--- config.mk ---
export PLATFORM = sky130hd
export DESIGN_NAME = count_4_ctrl
export DESIGN_NICKNAME = d
export VERILOG_FILES = /design/src/rtl/count_4_ctrl_pkg.sv /design/src/rtl/count_4_ctrl_cnt_core.sv /design/src/rtl/count_4_ctrl.sv
export SDC_FILE = /design/constraint.sdc
export NUM_CORES = 1
export LEC_CHECK = 0
export CAP_MARGIN = 20
export CORE_MARGIN = 1.5
export CORE_UTILIZATION = 40
export DETAILED_ROUTE_END_ITERATION = 6
export PLACE_DENSITY = 0.75
export SYNTH_ARGS = -nofsm -noshare
export SYNTH_HDL_FRONTEND = slang
export SYNTH_SLANG_ARGS = --single-unit
export TNS_END_PERCENT = 50
--- constraint.sdc ---
create_clock -name clk -period 2 [get_ports clk]
set_input_delay 0.4 -clock clk [delete_from_list [all_inputs] [get_ports clk]]
set_output_delay 0.4 -clock clk [all_outputs]
set_load 0.01 [all_outputs]
--- src/rtl/count_4_ctrl_pkg.sv ---
// Shared types and default sizes for the 4-bit counter run controller.
package count_ctrl_pkg;

    // Default datapath sizes; the top exposes them as overridable parameters.
    localparam int unsigned WIDTH_DEF  = 4;
    localparam int unsigned PCNT_W_DEF = 8;

    // Run-controller states. IDLE is the reset state.
    typedef enum logic [1:0] {
        ST_IDLE   = 2'd0,
        ST_RUN    = 2'd1,
        ST_PAUSED = 2'd2
    } state_e;

    // Command bundle from the FSM to the counter core.
    typedef struct packed {
        logic clr;  // synchronous clear to zero, wins over en
        logic en;   // increment by one
    } cnt_cmd_t;

endpackage : count_ctrl_pkg

--- src/rtl/count_4_ctrl_cnt_core.sv ---
// WIDTH-bit up-counter register: synchronous clear, count enable and an
// asynchronous active-high reset. No wrap protection here; the controller
// never enables it while the count sits at the terminal value.
module cnt_core
    import count_ctrl_pkg::*;
#(
    parameter int unsigned WIDTH = WIDTH_DEF
) (
    input  logic             clk,
    input  logic             reset,
    input  cnt_cmd_t         cmd,
    output logic [WIDTH-1:0] q
);

    localparam logic [WIDTH-1:0] CNT_ONE = WIDTH'(1);

    logic [WIDTH-1:0] cnt_d;
    logic [WIDTH-1:0] cnt_q;

    // Next count: clear has priority over increment, otherwise hold.
    always_comb begin
        // NOTE: default assignment first so every path writes cnt_d and no latch is inferred.
        cnt_d = cnt_q;
        if (cmd.clr) begin
            cnt_d = '0;
        end else if (cmd.en) begin
            cnt_d = cnt_q + CNT_ONE;
        end
    end

    // Count register with asynchronous reset.
    always_ff @(posedge clk or posedge reset) begin
        // NOTE: non-blocking assignment for state so all flops update from pre-edge values.
        if (reset) begin
            cnt_q <= '0;
        end else begin
            cnt_q <= cnt_d;
        end
    end

    assign q = cnt_q;

endmodule : cnt_core

--- src/rtl/count_4_ctrl.sv ---
// Run controller for one WIDTH-bit up-counter: start / pause / stop
// sequencing, programmable terminal value, one-shot or auto-reload periods,
// a one-cycle done pulse per period and a saturating period tally.
module count_4_ctrl
    import count_ctrl_pkg::*;
#(
    parameter int unsigned WIDTH  = WIDTH_DEF,
    parameter int unsigned PCNT_W = PCNT_W_DEF
) (
    input  logic              clk,
    input  logic              reset,
    input  logic              start,
    input  logic              stop,
    input  logic              pause,
    input  logic              reload,
    input  logic [WIDTH-1:0]  limit,
    output logic [WIDTH-1:0]  out,
    output logic              busy,
    output logic              done,
    output logic [PCNT_W-1:0] pcnt
);

    localparam logic [PCNT_W-1:0] PCNT_ONE = PCNT_W'(1);
    localparam logic [PCNT_W-1:0] PCNT_MAX = '1;

    state_e            state_q, state_d;
    logic [WIDTH-1:0]  lim_q,   lim_d;
    logic              mode_q,  mode_d;
    logic              done_q,  done_d;
    logic              busy_q,  busy_d;
    logic [PCNT_W-1:0] pcnt_q,  pcnt_d;

    cnt_cmd_t          cnt_cmd;
    logic [WIDTH-1:0]  cnt_out;
    logic              terminal;

    cnt_core #(
        .WIDTH (WIDTH)
    ) u_cnt_core (
        .clk   (clk),
        .reset (reset),
        .cmd   (cnt_cmd),
        .q     (cnt_out)
    );

    // The counter only ever climbs to the latched limit, so equality is the
    // terminal test; it can never step past it and wrap.
    assign terminal = (cnt_out == lim_q);

    // Next-state and counter command: stop beats pause beats start/count.
    always_comb begin
        state_d     = state_q;
        lim_d       = lim_q;
        mode_d      = mode_q;
        pcnt_d      = pcnt_q;
        done_d      = 1'b0;
        cnt_cmd.clr = 1'b0;
        cnt_cmd.en  = 1'b0;

        unique case (state_q)
            ST_IDLE: begin
                // start is honoured only here; limit and mode are frozen for the run.
                if (start && !stop) begin
                    state_d     = ST_RUN;
                    cnt_cmd.clr = 1'b1;
                    pcnt_d      = '0;
                    lim_d       = limit;
                    mode_d      = reload;
                end
            end

            ST_RUN: begin
                if (stop) begin
                    state_d = ST_IDLE;
                end else if (pause) begin
                    // A terminal count seen while pausing is deferred, not lost.
                    state_d = ST_PAUSED;
                end else if (!terminal) begin
                    cnt_cmd.en = 1'b1;
                end else begin
                    done_d = 1'b1;
                    if (pcnt_q != PCNT_MAX) begin
                        pcnt_d = pcnt_q + PCNT_ONE;
                    end
                    if (mode_q) begin
                        // Auto-reload: next period starts with no idle cycle.
                        cnt_cmd.clr = 1'b1;
                    end else begin
                        // One-shot: out keeps showing the terminal value.
                        state_d = ST_IDLE;
                    end
                end
            end

            ST_PAUSED: begin
                if (stop) begin
                    state_d = ST_IDLE;
                end else if (!pause) begin
                    // Resume; counting restarts on the following edge.
                    state_d = ST_RUN;
                end
            end

            default: begin
                state_d = ST_IDLE;
            end
        endcase

        busy_d = (state_d != ST_IDLE);
    end

    // Controller state and registered outputs.
    always_ff @(posedge clk or posedge reset) begin
        if (reset) begin
            state_q <= ST_IDLE;
            lim_q   <= '0;
            mode_q  <= 1'b0;
            done_q  <= 1'b0;
            busy_q  <= 1'b0;
            pcnt_q  <= '0;
        end else begin
            state_q <= state_d;
            lim_q   <= lim_d;
            mode_q  <= mode_d;
            done_q  <= done_d;
            busy_q  <= busy_d;
            pcnt_q  <= pcnt_d;
        end
    end

    assign out  = cnt_out;
    assign busy = busy_q;
    assign done = done_q;
    assign pcnt = pcnt_q;

endmodule : count_4_ctrl

; ---- After elaboration in Yosys (flattened, before gate mapping)
; Index checks and enable logic that the tools add are counted.
; Widths: inputs -> output; s select.
[totals]
word_cells = 54
ramBits = 0
register_bits = 21
romBits = 0
n_memories = 0
latchBits = 0
in_bits = 10
[classes]
mul = 0
n_shift = 0
bitwise = 0
reduce_logical = 8
n_addsub = 2
n_div = 0
eq_ne = 9
mux = 28
magnitude_cmp = 0
[op_table]
columns = cell, count
row1 = $mux 8, 5
row2 = $mux 2, 9
row3 = $pmux 8 s2, 1
row4 = $ne 2x2->1 const B, 5
row5 = $mux 1, 9
row6 = $add 8x1->8 const B, 1
row7 = $mux 4, 2
row8 = $ne 8x8->1 const B, 1
row9 = $pmux 2 s3, 1
row10 = $reduce_and 6->1, 1
row11 = $reduce_bool 2->1, 3
row12 = $add 4x1->4 const B, 1
row13 = $eq 4x4->1, 1
row14 = $eq 2x1->1 const B, 1
row15 = $eq 2x2->1 const B, 1
row16 = $logic_not 2->1, 1
row17 = $pmux 1 s2, 1
row18 = $reduce_and 2->1, 1
row19 = $logic_and 1x1->1, 1
row20 = $logic_not 1->1, 1

; ---- Logic depth before layout (Yosys ltp)
[depth]
word_depth = 7
ltp_mapped = 7
depth_no_buf = 6

; ---- Hierarchy
; From an unflattened synthesis, not the netlist that was laid out.
[hier_totals]
cells_unflattened = 104
area_unflattened_um2 = 1111.1
[by_module_without_submodules]
columns = mod, area_each_um2, cells_each, seq_area_each_um2, instances
row1 = count_4_ctrl, 914.6, 87, 425.4, 1
row2 = cnt_core, 196.4, 17, 100.1, 1

; ---- Least setup slack after synthesis
; Ideal clock, no wire load.
[synth_timing]
kind = register to register
start = register pcnt_q[0] (netlist: pcnt[0])
end = register pcnt_q[2] (netlist: pcnt[2])
setup_ns = 0.120
path_slack_ns = 0.427
path_buffers = 1
path_stages_with_launch = 8
required_ns = 1.880
arrival_time_ns = 1.453
synth_period_minus_slack_ns = 1.573
path_cell_list = dfrtp_1 -> ha_1 -> nand4_1 -> nor2_1 -> nor3_2 -> buf_6 -> a21oi_2 -> a31o_1
[synth_via]
elab_chain_cells = 6
word_cells_on_any_way = 9
classes_between = 1 x add/sub / 2 x eq/ne / 5 x mux / 1 x reduce/logical
[synth_rtl]
columns = element, line_no
row1 = "start, declared", count_4_ctrl.sv:31  ; logic [PCNT_W-1:0] pcnt_q, pcnt_d;
row2 = "start signal, assigned", count_4_ctrl.sv:127  ; pcnt_q <= pcnt_d;
row3 = $add 8x1->8, count_4_ctrl.sv:83  ; pcnt_d = pcnt_q + PCNT_ONE;
row4 = $mux 8, count_4_ctrl.sv:82  ; if (pcnt_q != PCNT_MAX) begin
row5 = $mux 8, count_4_ctrl.sv:78  ; end else if (!terminal) begin
row6 = $mux 8, count_4_ctrl.sv:75  ; end else if (pause) begin
row7 = $mux 8, count_4_ctrl.sv:73  ; if (stop) begin
row8 = $pmux 8 s2, count_4_ctrl.sv:60  ; unique case (state_q)
; Several ways; a longest one is shown, not always the timed one. The select of a mux whose other input is x is not followed.
; A chain may end at the register's enable or synchronous reset.

; ---- Worst setup path after layout
[layout_timing]
start = register u_cnt_core.cnt_q[0] (netlist: u_cnt_core.q[0])
end = output port out[0]
[layout_rtl]
columns = element, line_no
row1 = "start, declared", count_4_ctrl_cnt_core.sv:18  ; logic [WIDTH-1:0] cnt_q;
row2 = "start signal, assigned", count_4_ctrl_cnt_core.sv:37  ; cnt_q <= cnt_d;
row3 = "end, declared", count_4_ctrl.sv:17  ; output logic [WIDTH-1:0] out,
; No word-level cell between the ends.

==> metrics.md <==
| Metric | Value |
|---|---|
| Slew Limit Fails | `0` |
| First-pass GRT wire length | `3950 µm` |
| Switching part of the total power | `33.6%` |
| CP bufs+invs | `1` |
| Setup TNS Final | `0 ns` |
| Least-Margin Pin Slew | `0.366 ns` |
| Top Metal Used | `met4` |
| Internal power | `748 µW` |
| Worst skew pair latency | `0.31 ns` |
| CP Cell Sequence | `clkdlybuf4s50_1` |
| Total of max-cap violations | `0` |
| Core area | `2760 µm²` |
| TritonCTS clock tree | `yes` |
| Die outline width | `57.0 µm` |
| Layout cells sized above 1 | `16.1%` |
| RSZ-0062 raised after global routing | `no` |
| NetSw | `379 µW` |
| CTS resizes | `0` |
| Synthesized flop and latch total | `21` |
| Power Density | `759 nW/µm²` |
| Via Count | `956` |
| Critical path class | `flip-flop to output pin` |
| R2R Path End | `pcnt[7]` |
| GRT Total Usage | `15.5%` |
| Worst setup path start | `u_cnt_core.q[0]` |
| Clock network fraction of total power | `18.6%` |
| Sequential share of power | `50.0%` |
| 1st-pass router iterations | `4` |
| Mux share of post-synthesis cell area | `3.44%` |
| Metal-1 WL | `1100 µm` |
| Yosys top cell by area | `dfrtp_1` |
| CTS sink cnt | `21` |
| Worst-path clk slew | `0.12 ns` |
| Total CTS buffers | `3` |
| Routability cong. | `0.801` |
| Peak Freq | `561 MHz` |
| Grt total ovfl | `0` |
| Cells on worst reg2reg path | `7` |
| Ant. Diodes | `0` |
| Post-Synth Adder-Cell Area | `2.15%` |
| Slew HR | `75.4%` |
| Avg WL per Cell | `13.2 µm` |
| Synth Cell Area | `1160 µm²` |
| Worst Setup End Kind | `output pin` |
| Setup bufs post-CTS | `0` |
| Pin count of the biggest net entering global routing | `22` |
| Sequential share of the synthesized area | `45.1%` |
| Final min period | `1.78 ns` |
| Crit-path max FO | `5` |
| Final wirelength | `2370 µm` |
| Clk buf depth | `2` |
| R2R Path Start | `pcnt[0]` |
| DR iter-0 viols | `18` |
| CP arrival | `1.38 ns` |
| I/O pins | `24` |
| Startpoint types | `flip-flop` |
| Pwr Total | `1.13 mW` |
| Final Cycle Share | `89.1%` |
| Setup WS pre-CTS | `0.0304 ns` |
| Via/cell ratio | `5.31` |
| Synth Area in Compound Gates | `14.3%` |
| Number of global-route vias before repair | `895` |
| Critical Path RT | `1.60 ns` |
| Syn nets | `131` |
| Mapped Avg Cell Area | `9.79 µm²` |
| H-tree lvl count | `1` |
| Worst R2R Setup Slack | `0.32 ns` |
| Cells after Synth | `119` |
| DRC Markers | `0` |
| Static leakage | `0.653 nW` |
| Largest family of logic cells by synthesized area | `simple AND/OR/NAND/NOR gates` |
| Die area | `3250 µm²` |
| Max Clock Skew | `0.00653 ns` |
| Final setup vio count | `0` |
| Clock root buffer | `clkbuf_4` |
| DR WL met3 | `84 µm` |
| Worst setup margin | `0.217 ns` |
| Synth area leaders | `dfrtp_1 45%, nand2_1 7.1%, xnor2_2 4.2%` |
| Initial core utilization | `42.2%` |
| Post-DP HPWL | `1810 µm` |
| Synth Area in Simple Gates | `26.3%` |
| Fin nets | `162` |
| # rows | `19` |
| Met2 wire len | `1120 µm` |
| Synth cell types | `36` |
| Max incr delay on CP | `0.58 ns` |
| Area delta synth->final | `27.6%` |
| Hold-fix buffers at CTS | `0` |
| Top-area cell type share of the netlist area | `45.1%` |
| WHS | `0.412 ns` |
| Critical-path top delay cell | `clkdlybuf4s50_1` |
| Die H | `57.0 µm` |
| Combinational share of power | `31.4%` |
| Final-report hold violation count | `0` |
| Port bufs | `23` |
| XOR/XNOR Fraction of Synth Area | `5.69%` |
| Worst hold path type | `input port to async pin` |
| Status | `finished clean` |
| Cell family with most CP delay | `buffers and inverters` |
| Ys Warns | `0` |
| Initial antenna violation count | `0` |
| Routed Antenna Nets | `0` |
| Peak supply drop | `0.448 mV` |
[logic make-up (layout without fill, tap and decap cells)]
logic type / after synthesis / count (layout)
muxes: 4 / 4
xor gates and xnor gates: 5 / 5
DFF: 21 / 21
and+or+nand+nor: 59 / 59
AOI/OAI and AO/OA: 21 / 21
buffers and inverters: 7 / 37
adders and majority gates: 2 / 2
[tightest hold or removal path: stages]
cell and delay [ns]:
clkdlybuf4s50_1 0.40, inv_1 0.05, buf_4 0.27
[power groups by stage]
stage | Clock, mW | Combinational [mW] | Sequential [mW]
6_report | 0.210 | 0.355 | 0.563
5_1_grt | 0.235 | 0.384 | 0.575
4_1_cts | 0.214 | 0.357 | 0.565
3_5_place_dp | 0 | 0.353 | 0.573
3_3_place_gp | 0 | 0.344 | 0.569
2_1_floorplan | 0 | 0.207 | 0.573
[stage by stage]
stage	std cells	instance area, µm²	util, %
2_1_floorplan	119	1160	-
3_3_place_gp	176	1460	52.9
3_5_place_dp	176	1460	52.9
4_1_cts	180	1490	53.9
5_1_grt	180	1490	53.9
6_report	180	1490	53.9
[area by class of cell]
type	count	area (µm²)
clock inverter	1	5.00
clock buffer	3	22.5
multi-input combinational	91	604
sequential	21	526
fill	254	1270
timing repair buffer	29	275
tap	31	38.8
inverter	4	15.0
[placed cells by master, fill, tap and decap left out, drive strengths merged, types with 4 or more instances in the layout]
| cell type | Yosys | layout |
|---|---|---|
| buf | 2 | 6 |
| clkdlybuf4s50 | 0 | 23 |
| nor2 | 9 | 9 |
| nand2 | 22 | 22 |
| dfrtp | 21 | 21 |
| a21oi | 7 | 7 |
| nand2b | 4 | 4 |
| inv | 4 | 4 |
| o21ai | 4 | 4 |
| nand4 | 5 | 5 |
| mux2i | 4 | 4 |
| xnor2 | 5 | 5 |
| and2 | 4 | 4 |
[layer usage]
metal / track usage [%] / up-vias
met5: 0 / -
met4: 5.98 / 0
met3: 3.85 / 8
met2: 25.5 / 20
met1: 19.6 / 448
li1: - / 480
[flip-flops by register name, summed over array words and instances, names as in the netlist]
signal / cells
lim_q: 4
state_q: 2
mode_q: 1
busy: 1
pcnt: 8
u_cnt_core.q: 4
done: 1
[cells in the mapped netlist]
| library cell | n |
|---|---|
| nor3_2 | 1 |
| or3_1 | 1 |
| a41oi_2 | 1 |
| a31o_2 | 1 |
| nor2b_1 | 3 |
| o21ai_2 | 2 |
| nor4b_2 | 1 |
| o31ai_1 | 1 |
| nand3_1 | 3 |
| o311ai_0 | 1 |
| and2b_1 | 1 |
| ha_1 | 2 |
| nand4_1 | 4 |
| o21ai_1 | 2 |
| a22oi_1 | 2 |
| o21a_1 | 1 |
| nor4_1 | 2 |
| nand2_1 | 22 |
| clkbuf_1 | 1 |
| buf_2 | 1 |
| mux2i_1 | 4 |
| dfrtp_1 | 21 |
| o21bai_1 | 1 |
| nand4_2 | 1 |
| inv_1 | 4 |
| nand2b_1 | 4 |
| a21oi_1 | 3 |
| nor3_1 | 1 |
| nor2_1 | 9 |
| xnor2_2 | 3 |
| buf_6 | 1 |
| and3_1 | 2 |
| a31o_1 | 2 |
| and2_1 | 4 |
| a21oi_2 | 4 |
| xnor2_1 | 2 |
[worst max path at each step]
| stage | cells past startpoint | to |
|---|---|---|
| 2_1_floorplan | 7 | pcnt[2] |
| 3_3_place_gp | 6 | pcnt[4] |
| 3_5_place_dp | 7 | pcnt[7] |
| 4_1_cts | 1 | out[0] |
| 5_1_grt | 1 | out[2] |
| 6_report | 1 | out[0] |
Note: power is estimated with default switching activity, not from simulation.
